$ cat src/rtl/uart_tx_frame_engine.sv
// uart_tx_frame_engine
//   UART transmit engine. A word is captured on Data_Valid while idle and sent
//   as one frame: a start bit, DATA_WIDTH data bits LSB-first, an optional
//   even/odd parity bit, then one or two stop bits. Each bit lasts Prescale+1
//   clock cycles. The frame settings are latched at capture, so changing the
//   inputs mid-frame has no effect on the frame already being sent.
//
// Parameters
//   DATA_WIDTH     : data bits per frame (>= 5)
//   PRESCALE_WIDTH : width of Prescale
// Ports
//   CLK         : system clock, rising edge
//   RST         : asynchronous reset, active low
//   P_DATA      : word to transmit
//   Data_Valid  : transmit request, honoured only in IDLE
//   Parity_En   : 1 = insert a parity bit
//   Parity_Type : 0 = even, 1 = odd
//   Stop_2      : 1 = two stop bits, 0 = one
//   Prescale    : bit period minus one, in clock cycles
//   TX_OUT      : registered serial line, idle high
//   Busy        : registered, high while a frame is in progress
//   Done        : registered, one-cycle pulse when a frame completes
module uart_tx_frame_engine #(
  parameter int DATA_WIDTH     = 8,
  parameter int PRESCALE_WIDTH = 6
) (
  input  logic                      CLK,
  input  logic                      RST,
  input  logic [DATA_WIDTH-1:0]     P_DATA,
  input  logic                      Data_Valid,
  input  logic                      Parity_En,
  input  logic                      Parity_Type,
  input  logic                      Stop_2,
  input  logic [PRESCALE_WIDTH-1:0] Prescale,
  output logic                      TX_OUT,
  output logic                      Busy,
  output logic                      Done
);

  localparam int BIT_CNT_W = (DATA_WIDTH > 1) ? $clog2(DATA_WIDTH) : 1;
  localparam logic [BIT_CNT_W-1:0] LAST_BIT = BIT_CNT_W'(DATA_WIDTH - 1);

  typedef enum logic [2:0] {
    IDLE   = 3'd0,
    START  = 3'd1,
    DATA   = 3'd2,
    PARITY = 3'd3,
    STOP   = 3'd4
  } state_t;

  state_t                    state;
  logic [DATA_WIDTH-1:0]     shreg;
  logic                      par_en_r;
  logic                      par_bit_r;
  logic                      stop2_r;
  logic [PRESCALE_WIDTH-1:0] presc_r;
  logic [PRESCALE_WIDTH-1:0] period_cnt;
  logic [BIT_CNT_W-1:0]      bit_cnt;
  logic                      stop_cnt;
  logic                      bit_end;

  assign bit_end = (period_cnt == presc_r);

  // TX_OUT is loaded with the value of the state being entered, so the line
  // changes on the same edge as the state and no output decoding is needed.
  always_ff @(posedge CLK or negedge RST) begin
    if (!RST) begin
      state      <= IDLE;
      shreg      <= '0;
      par_en_r   <= 1'b0;
      par_bit_r  <= 1'b0;
      stop2_r    <= 1'b0;
      presc_r    <= '0;
      period_cnt <= '0;
      bit_cnt    <= '0;
      stop_cnt   <= 1'b0;
      TX_OUT     <= 1'b1;
      Busy       <= 1'b0;
      Done       <= 1'b0;
    end else begin
      Done       <= 1'b0;
      period_cnt <= bit_end ? '0 : period_cnt + 1'b1;
      case (state)
        IDLE: begin
          TX_OUT     <= 1'b1;
          Busy       <= 1'b0;
          period_cnt <= '0;
          bit_cnt    <= '0;
          stop_cnt   <= 1'b0;
          if (Data_Valid) begin
            shreg     <= P_DATA;
            par_en_r  <= Parity_En;
            par_bit_r <= (^P_DATA) ^ Parity_Type;
            stop2_r   <= Stop_2;
            presc_r   <= Prescale;
            state     <= START;
            TX_OUT    <= 1'b0;
            Busy      <= 1'b1;
          end
        end
        START: begin
          if (bit_end) begin
            state  <= DATA;
            TX_OUT <= shreg[0];
          end
        end
        DATA: begin
          if (bit_end) begin
            shreg <= {1'b0, shreg[DATA_WIDTH-1:1]};
            if (bit_cnt == LAST_BIT) begin
              bit_cnt <= '0;
              if (par_en_r) begin
                state  <= PARITY;
                TX_OUT <= par_bit_r;
              end else begin
                state  <= STOP;
                TX_OUT <= 1'b1;
              end
            end else begin
              bit_cnt <= bit_cnt + 1'b1;
              TX_OUT  <= shreg[1];
            end
          end
        end
        PARITY: begin
          if (bit_end) begin
            state  <= STOP;
            TX_OUT <= 1'b1;
          end
        end
        STOP: begin
          TX_OUT <= 1'b1;
          if (bit_end) begin
            if (stop2_r && !stop_cnt) begin
              stop_cnt <= 1'b1;
            end else begin
              stop_cnt <= 1'b0;
              state    <= IDLE;
              Busy     <= 1'b0;
              Done     <= 1'b1;
            end
          end
        end
        default: begin
          state      <= IDLE;
          TX_OUT     <= 1'b1;
          Busy       <= 1'b0;
          period_cnt <= '0;
          bit_cnt    <= '0;
          stop_cnt   <= 1'b0;
        end
      endcase
    end
  end

endmodule

$ cat config.mk
export PLATFORM = sky130hd
export DESIGN_NAME = uart_tx_frame_engine
export DESIGN_NICKNAME = d
export VERILOG_FILES = /design/src/rtl/uart_tx_frame_engine.sv
export SDC_FILE = /design/constraint.sdc
export NUM_CORES = 1
export LEC_CHECK = 0
export ABC_AREA = 1
export BUFFER_PORTS_ARGS = -buffer_cell sky130_fd_sc_hd__buf_2
export CAP_MARGIN = 20
export CORE_MARGIN = 8
export CORE_UTILIZATION = 35
export DETAILED_ROUTE_END_ITERATION = 6
export PLACE_DENSITY = 0.57
export SKIP_CTS_REPAIR_TIMING = 1
export SLEW_MARGIN = 20
export SYNTH_ARGS = -nofsm -noshare
export SYNTH_HDL_FRONTEND = slang
export SYNTH_SLANG_ARGS = --single-unit
$ cat constraint.sdc
create_clock -name CLK -period 3.95 [get_ports CLK]
set_clock_uncertainty 0.05 [all_clocks]
set_input_delay 0.395 -clock CLK [delete_from_list [all_inputs] [get_ports CLK]]
set_output_delay 0.395 -clock CLK [all_outputs]
set_load 0.05 [all_outputs]
==> results of run 1 <==
-- power groups by stage --
stage | Clock (mW) | Sequential [mW] | Combinational [mW]
floorplan | 0 | 0.580 | 0.551
global placement | 0 | 0.563 | 0.682
detailed placement | 0 | 0.565 | 0.692
CTS | 0.261 | 0.560 | 0.698
global route | 0.275 | 0.580 | 0.788
finish | 0.250 | 0.561 | 0.686
-- worst max-delay path by stage --
stage	endpoint	slack [ns]	cells past startpoint
2_1_floorplan	shreg[5]$_DFFE_PN0P_	2.58	9
3_3_place_gp	shreg[2]$_DFFE_PN0P_	2.09	7
3_5_place_dp	shreg[4]$_DFFE_PN0P_	2.02	7
4_1_cts	shreg[7]$_DFFE_PN0P_	2.01	7
5_1_grt	bit_cnt[0]$_DFFE_PN0P_	1.78	7
6_report	shreg[7]$_DFFE_PN0P_	2.02	7
-- flip-flops by register name, indices dropped and copies added (netlist names) --
signal	flops
Busy	1
bit_cnt	3
shreg	8
stop_cnt	1
par_en_r	1
Done	1
period_cnt	6
presc_r	6
state	3
stop2_r	1
par_bit_r	1
TX_OUT	1
-- Yosys cell counts, drive strengths merged --
master   n  area share
xor2     3       0.014
dfrtp   32        0.44
o21ai   21       0.076
nand2   85        0.19
nand3   13       0.042
mux2i    7       0.038
o22ai    1      0.0034
ha       3       0.021
a21oi    5       0.014
nor3b    1      0.0041
inv     27       0.056
dfstp    1       0.014
xnor2    4       0.019
nand4    1      0.0034
buf      3       0.012
nor2    21       0.050
nand3b   1      0.0041
-- final cells by class --
cell class              count  share of cell area
clock buffers               7              0.0413
inverters                  27              0.0485
multi-input cells         166               0.419
flip-flops and latches     33               0.396
well taps                  70              0.0419
repair buffers             22              0.0527
-- metrics by stage --
stage               hold WS [ns]  area [sq um]  power [mW]  worst slack, ns
global route               0.185          2090        1.64             1.78
detailed placement         0.415          2000        1.26             2.02
finish                     0.124          2090        1.50             2.02
CTS                        0.157          2090        1.52             2.01
global placement           0.409          2000        1.25             2.09
floorplan                 0.0494          1830        1.13             2.58
-- per-layer routing --
metal,vias to the layer above,global-route usage,share of wire
met4,0,0.0415,0.018
met3,6,0.0381,0.065
met1,638,0.132,0.50
met5,-,0,0
met2,24,0.154,0.42
li1,771,-,-
-- critical path, cell delays in order, from the launching register on --
cell	delay, ns
dfrtp_1	0.39
inv_1	0.15
nand3_1	0.48
inv_1	0.35
nand2_4	0.09
nand2_4	0.19
nand2_1	0.09
o21ai_2	0.06
-- cells by family (layout without fill, tap and decap cells) --
kind of cell,Yosys count,after routing,share of synthesized area
buf+inv,30,56,0.0672
xor+xnor,7,7,0.0336
mux,7,7,0.0384
simple gates,122,122,0.294
flops,33,33,0.453
fa+ha+maj,3,3,0.0206
compound gates,27,27,0.0932
-- cell usage in the layout (no fill, tap or decap), types with 2 or more instances in the layout --
cell / instances
nor2_2: 2
xnor2_1: 4
nand3_1: 12
nor2_1: 18
ha_1: 3
o21ai_0: 9
mux2i_1: 7
buf_2: 22
a21oi_1: 5
o21ai_2: 9
clkbuf_8: 6
xor2_1: 3
nand2_1: 78
inv_1: 26
o21ai_1: 3
nand2_2: 5
nand2_4: 2
dfrtp_1: 32
==> metrics, run 1 <==
outcome=finished, final reports clean; register area=827 sq um; filler instances=~550; Critical Path Start=state[2]$_DFFE_PN0P_; relative slew slack=0.515; core box area=~5100 sq um; r2r startpoint=state[2]$_DFFE_PN0P_; n_diodes=0; syn nets=252; DPL Wire Length=around 2600 microns; clk buf depth=2; setup TNS=0 ns; Sw Ratio=0.437; Slew Viols, Final=0; largest net degree at the start of global routing=34; Hold Path Class=in2async; Post-Synthesis Cells=around 230; first-pass GRT wire length=6260 microns; static leakage=approximately 1.1 nW; area of the multi-input gates=between 800 and 900 sq um; Layout Utilization=0.411; Final Non-Filler Cells=~330; layout cells sized above 1=0.196; root buf cell=clkbuf_8; Die Span X=~88 microns; R2R cell count=7; Mapped Avg Cell Area=approximately 8 sq um; Final #Nets=~280; Synth cell types=26; max-cap violations=0; Via density=about 4.4; Seq cells post-synth=33; startpoint types=register; full die area=7780 sq um; starting DRC count in detailed routing=89; Reg2Reg Setup Slack=a little over 2 ns; WL final=~3500 microns; worst skew pair latency=about 0.28 ns; Setup CP Type=reg2reg; CTS tree=built; Syn-to-layout area delta=14.4%; cell row count=26; Final Setup Violations=0; part of the power in combinational logic=0.458; clk sinks=33; CP Capture Type=register; maximum fanout along the worst path=16; Overall Global Routing Usage=0.103; Antenna Nets Post-Route=0; Boundary Pins=23; Worst-Margin Slew=approximately 0.73 ns; DR WL/cell=roughly 11 microns; Clk pwr share=0.167; Clock Pin Slew Worst Setup and Hold Paths=approximately 0.070 ns; antenna violations before repair=0; CTS Buf Count=5; Die Height=88.2 microns; fin crit share=0.489; DR vias=around 1400; critical path arrival=~2.1 ns; cell internal pwr=~840 uW; Yosys warning total=0; Initial Util=0.360; reg-to-reg endpoint=shreg[7]$_DFFE_PN0P_; sequential power share=0.375; First-pass DRT Iterations=4; number of global-route vias before repair=approximately 1400; Overflow after GRT=0; H-Tree Depth=2; Seq/Total Area, Yosys=0.453; maximum VDD drop=between 300 and 400 uV; mapped cell area=1830 sq um; Final Hold Viols=0; Sw Pwr=roughly 650 uW; RSZ-0062 raised after global routing=false; placed cell count=318; Req. time, crit path=about 4.1 ns; gpl congestion=0.745; port bufs=22; DR DRC count=0; Min Clock Period, post-route=between 1.5 and 2 ns; FMAX=between 500 and 600 MHz; PD cells=just over 700 nW/um^2
Power figures use the tool's default switching activity.
==> inputs of run 2 (changes only) <==
- PLACE_DENSITY: 0.57 -> 0.59
- clock period: 3.95 -> 1.6 ns (I/O delays scaled with it)
==> metrics, run 2 (synthesis results as in run 1) <==
Initial Util=0.360 (unchanged); static leakage=1.14 nW (was 1.12 nW); Req. time, crit path=1.72 ns (was 4.11 ns); full die area=7780 sq um (unchanged); R2R cell count=6 (was 7); cell row count=26 (unchanged); outcome=finished, final reports clean (unchanged); n_diodes=0 (unchanged); H-Tree Depth=2 (unchanged); Worst-Margin Slew=0.432 ns (was 0.728 ns); root buf cell=clkbuf_8 (unchanged); WL met2=1590 microns (was 1470 microns); Boundary Pins=23 (unchanged); DR DRC count=0 (unchanged); First-pass DRT Iterations=4 (unchanged); DR vias=1445 (was 1439); Overflow after GRT=0 (unchanged); fin crit share=0.916 (was 0.489); biggest regs=shreg: 8 flops, period_cnt: 6 flops, presc_r: 6 flops (unchanged); met3 WL=141 microns (was 229 microns); first-pass GRT wire length=6300 microns (was 6260 microns); CTS tree=built (unchanged); relative slew slack=0.712 (was 0.515); number of global-route vias before repair=1443 (was 1380); most frequent cells in the layout=77 x nand2_1, 31 x dfrtp_1, 25 x inv_1, 22 x buf_2, 15 x nor2_1 (was 78 x nand2_1, 32 x dfrtp_1, 26 x inv_1, 22 x buf_2, 18 x nor2_1); Slew Viols, Final=0 (unchanged); most common cell after layout, fill and taps aside=nand2_1 (unchanged); Via density=4.39 (was 4.43); largest net degree at the start of global routing=34 (unchanged); clk buf depth=2 (unchanged); r2r startpoint=bit_cnt[0]$_DFFE_PN0P_ (was state[2]$_DFFE_PN0P_); clk sinks=33 (unchanged); starting DRC count in detailed routing=104 (was 89); filler instances=541 (was 551); highest metal used=met4 (unchanged); Overall Global Routing Usage=0.104 (was 0.103); CTS Buf Count=5 (unchanged); Reg2Reg Setup Slack=0.13 ns (was 2.02 ns); max-cap violations=0 (unchanged); Final Hold Viols=0 (unchanged); Setup CP Type=reg2reg (unchanged); antenna violations before repair=0 (unchanged); total power=3.78 mW (was 1.50 mW); Syn-to-layout area delta=17.7% (was 14.4%); Critical Path Start=bit_cnt[0]$_DFFE_PN0P_ (was state[2]$_DFFE_PN0P_); WL final=3600 microns (was 3530 microns); Final Setup Violations=0 (unchanged); Clock Pin Slew Worst Setup and Hold Paths=0.06 ns (was 0.07 ns); critical path arrival=1.58 ns (was 2.09 ns); CP Capture Type=register (unchanged); Die Height=88.2 microns (unchanged); layout cells sized above 1=0.236 (was 0.196); maximum fanout along the worst path=4 (was 16); port bufs=22 (unchanged); DPL Wire Length=2690 microns (was 2610 microns); gpl congestion=0.860 (was 0.745); worst skew pair latency=0.28 ns (about the same); Min Clock Period, post-route=1.47 ns (was 1.93 ns); pre-CTS setup slack=0.0699 ns (was 2.02 ns); FMAX=682 MHz (was 518 MHz); Largest Register=shreg (unchanged); Antenna Nets Post-Route=0 (unchanged); max reg flops=8 (unchanged); Final WS setup=0.134 ns (was 2.02 ns); core box area=5070 sq um (unchanged); setup TNS=0 ns (unchanged); Hold Path Class=in2reg (was in2async); wire length on met1=1840 microns (was 1760 microns); RSZ-0062 raised after global routing=true (was false); PD cells=1760 nW/um^2 (was 717 nW/um^2); DR WL/cell=11.0 microns (was 10.9 microns); Final #Nets=283 (was 278); Die Span X=88.2 microns (unchanged); reg-to-reg endpoint=state[0]$_DFFE_PN0P_ (was shreg[7]$_DFFE_PN0P_); Critical Path Sink=state[0]$_DFFE_PN0P_ (was shreg[7]$_DFFE_PN0P_); maximum VDD drop=541 uV (was 304 uV); startpoint types=register (unchanged)
==> run 2: critical path, stage by stage, from the launching register on <==
cell and delay [ns]:
dfrtp_1 0.40, ha_1 0.21, ha_1 0.22, o21ai_0 0.24
nor2_2 0.09, nand3_1 0.10, nand2_1 0.05
==> run 2: worst min-delay path by stage <==
stage | start | endpoint | cells past startpoint
5_1_grt | Prescale[0] | presc_r[0]$_DFFE_PN0P_ | 3
2_1_floorplan | RST | Busy$_DFFE_PN0P_ | 0
6_report | Prescale[0] | presc_r[0]$_DFFE_PN0P_ | 3
3_3_place_gp | RST | presc_r[2]$_DFFE_PN0P_ | 2
4_1_cts | RST | state[2]$_DFFE_PN0P_ | 2
3_5_place_dp | RST | presc_r[2]$_DFFE_PN0P_ | 2
==> run 2: per-stage QoR <==
step / area (sq um) / util / instances / hold slack [ns]
2_1_floorplan: 1830 / - / 229 / -0.186
3_3_place_gp: 2030 / 0.400 / 322 / 0.166
3_5_place_dp: 2030 / 0.400 / 322 / 0.169
4_1_cts: 2110 / 0.415 / 328 / -0.138
5_1_grt: 2150 / 0.423 / 329 / 0.0249
6_report: 2150 / 0.423 / 329 / 0.0325
==> run 2: power by group <==
| group | switching [mW] | leakage [nW] | internal (mW) |
|---|---|---|---|
| combinational | 1.17 | 0.679 | 0.655 |
| clock | 0.278 | 0.0399 | 0.286 |
| sequential | 0.225 | 0.421 | 1.16 |
==> run 2: final cells by class <==
| cell class | count | area, sq um | area share |
|---|---|---|---|
| Timing Repair Buffer | 27 | 150 | 0.0699 |
| Sequential cell | 33 | 828 | 0.386 |
| Clock buffer | 5 | 68.8 | 0.0320 |
| Inverter | 27 | 101 | 0.0472 |
| Clock inverter | 1 | 5.00 | 0.00233 |
| Tap cell | 70 | 87.6 | 0.0408 |
| Multi-Input combinational cell | 166 | 907 | 0.422 |
==> run 2: metal layers <==
layer	GRT usage	up-vias
met5	0	-
met2	0.158	21
met4	0.0415	0
li1	-	780
met1	0.133	642
met3	0.0325	2
==> inputs of run 3 (changes only) <==
- ABC_AREA: 1 -> default
==> metrics, run 3 <==
Via density=4.86 (was 4.39); setup TNS=0 ns (unchanged); max reg flops=8 (unchanged); gpl congestion=0.795 (was 0.860); dominant cell type by area after synthesis=dfrtp_1 (unchanged); count leader, synth=dfrtp_1 (was nand2_1); Final #Nets=231 (was 283); Final Hold Viols=0 (unchanged); WL final=3730 microns (was 3600 microns); fin crit share=0.972 (was 0.916); PD cells=1970 nW/um^2 (was 1760 nW/um^2); Die Height=86.8 microns (was 88.2 microns); FMAX=643 MHz (was 682 MHz); clk sinks=33 (unchanged); mapped cell area=1750 sq um (was 1830 sq um); relative slew slack=0.689 (was 0.712); Boundary Pins=23 (unchanged); placed cell count=263 (was 322); Seq/Total Area, Yosys=0.472 (was 0.453); Post-synth top flop=dfrtp_1 (unchanged); Req. time, crit path=1.70 ns (was 1.72 ns); n_diodes=0 (unchanged); Hold Path Class=in2reg (unchanged); top post-synthesis cells by area=dfrtp_1 46%, mux2i_1 7.4%, xnor2_1 7.0%, mux2_2 5.8%, o21ai_0 3.1% (was dfrtp_1 44%, nand2_1 16%, inv_1 5.3%, o21ai_2 4.3%, mux2i_1 3.8%); outcome=finished, final reports clean (unchanged); RSZ-0062 raised after global routing=true (unchanged); antenna violations before repair=0 (unchanged); DPL Wire Length=2740 microns (was 2690 microns); Yosys top cell area share=0.457 (was 0.439); DR DRC count=0 (unchanged); clk buf depth=2 (unchanged); critical path arrival=1.66 ns (was 1.58 ns); Setup CP Type=reg2reg (unchanged); biggest regs=shreg: 8 flops, period_cnt: 6 flops, presc_r: 6 flops (unchanged); Yosys warning total=0 (unchanged); Overflow after GRT=0 (unchanged); First-pass DRT Iterations=4 (unchanged); largest net degree at the start of global routing=20 (was 34); root buf cell=clkbuf_8 (unchanged); Seq cells post-synth=33 (unchanged); maximum VDD drop=868 uV (was 541 uV); layout cells sized above 1=0.389 (was 0.236); filler instances=461 (was 541); Slew Viols, Final=0 (unchanged); CP Capture Type=register (unchanged); Clock Pin Slew Worst Setup and Hold Paths=0.07 ns (was 0.06 ns); Antenna Nets Post-Route=0 (unchanged); core box area=4790 sq um (was 5070 sq um); port bufs=22 (unchanged); CP Cell Sequence=xnor2_2 > nand4_4 > nor2_4 > mux2i_1 > o22ai_1 (was ha_1 > ha_1 > o21ai_0 > nor2_2 > nand3_1 > nand2_1); Reg2Reg Setup Slack=0.05 ns (was 0.13 ns); number of global-route vias before repair=1355 (was 1443); Min Clock Period, post-route=1.55 ns (was 1.47 ns); Post-synth EDFFs=0 (unchanged); most common cell after layout, fill and taps aside=dfrtp_1 (was nand2_1); Die Span X=86.8 microns (was 88.2 microns); Mapped Avg Cell Area=11.0 sq um (was 7.97 sq um); first-pass GRT wire length=6150 microns (was 6300 microns); Synth top cells by count=32 x dfrtp_1, 14 x xnor2_1, 13 x mux2i_1, 12 x nor2_1, 11 x o21ai_0 (was 78 x nand2_1, 32 x dfrtp_1, 26 x inv_1, 18 x nor2_1, 12 x nand3_1); CP max stage cell=dfrtp_1 (unchanged); static leakage=0.990 nW (was 1.14 nW); Syn-to-layout area delta=31.5% (was 17.7%); asr flop ratio synth=1.00 (unchanged); DR vias=1336 (was 1445); starting DRC count in detailed routing=44 (was 104); CTS Buf Count=5 (unchanged); H-Tree Depth=2 (unchanged); most frequent cells in the layout=32 x dfrtp_1, 22 x buf_2, 20 x buf_4, 13 x mux2i_1, 12 x nor2_1 (was 77 x nand2_1, 31 x dfrtp_1, 25 x inv_1, 22 x buf_2, 15 x nor2_1); Final Non-Filler Cells=275 (was 329); Final Hold Slack=0.0611 ns (was 0.0325 ns); maximum fanout along the worst path=6 (was 4); Post-Synthesis Cells=160 (was 229); cell row count=25 (was 26); worst skew pair latency=0.27 ns (was 0.28 ns); Largest Register=shreg (unchanged); total power=4.55 mW (was 3.78 mW); Worst-Margin Slew=0.467 ns (was 0.432 ns); syn nets=183 (was 252); max-cap violations=0 (unchanged); Final Setup Violations=0 (unchanged); Initial Util=0.366 (was 0.360); critical path's largest stage delay=0.42 ns (was 0.40 ns); DR WL/cell=13.6 microns (was 11.0 microns); CTS tree=built (unchanged); Synth cell types=34 (was 26); startpoint types=register (unchanged); Overall Global Routing Usage=0.101 (was 0.104); full die area=7530 sq um (was 7780 sq um)
## run 3: per-stage QoR
step / cell area, sq um / setup WS, ns / util
after floorplan: 1750 / 0.0416 / -
after global routing: 2310 / -0.0207 / 0.482
after global placement: 2090 / -0.0186 / 0.437
after CTS: 2200 / -0.0554 / 0.459
after detailed placement: 2090 / -0.0476 / 0.437
final: 2310 / 0.0454 / 0.482
## run 3: final cells by class
type | instances | area [sq um] | share of cell area
Timing Repair Buffer | 46 | 330 | 0.143
Clock inverter | 2 | 35.0 | 0.0152
Multi-Input combinational cell | 119 | 950 | 0.412
Tap cell | 67 | 83.8 | 0.0364
Clock buffer | 5 | 68.8 | 0.0298
Sequential cell | 33 | 827 | 0.359
Inverter | 3 | 11.3 | 0.00488
## run 3: report_power, final
part / switching [mW] / internal [mW]
Combinational: 1.14 / 1.13
Clock: 0.292 / 0.452
Sequential: 0.313 / 1.22
Total: 1.75 / 2.80
## run 3: worst paths after layout
kind,cells after the start,startpoint,to
max,5,period_cnt[2]$_DFF_PN0_,stop_cnt$_DFFE_PN0P_
max in group asynchronous,3,RST,shreg[7]$_DFFE_PN0P_
min in group asynchronous,2,RST,Busy$_DFFE_PN0P_
max reg2reg,5,period_cnt[2]$_DFF_PN0_,stop_cnt$_DFFE_PN0P_
min reg2reg,1,par_bit_r$_DFFE_PN0P_,par_bit_r$_DFFE_PN0P_
min,2,Prescale[3],presc_r[3]$_DFFE_PN0P_
## run 3: cells by family (layout without fill, tap and decap cells)
family                     Yosys count  count (layout)  share of synthesized area
buffers and inverters                9              56                     0.0307
muxes                               22              22                      0.132
DFF                                 33              33                      0.472
adders and majority gates            3               3                     0.0214
AOI/OAI and AO/OA                   36              36                      0.127
xor gates and xnor gates            18              18                     0.0899
and+or+nand+nor                     39              40                      0.127
## run 3: critical path, delay by kind of cell, from the launching register on
family	cells	cell delay, ns
and+or+nand+nor	2	0.46
DFF	1	0.42
xor gates and xnor gates	1	0.21
AOI/OAI and AO/OA	1	0.09
muxes	1	0.21
## run 3: routing by layer
metal,global-route usage,share of wire,routed length (microns),vias to the layer above
met4,0.0376,0.0056,21,0
met1,0.131,0.48,1810,645
met3,0.0265,0.031,114,2
li1,-,-,-,668
met5,0,0,0,-
met2,0.158,0.48,1780,21
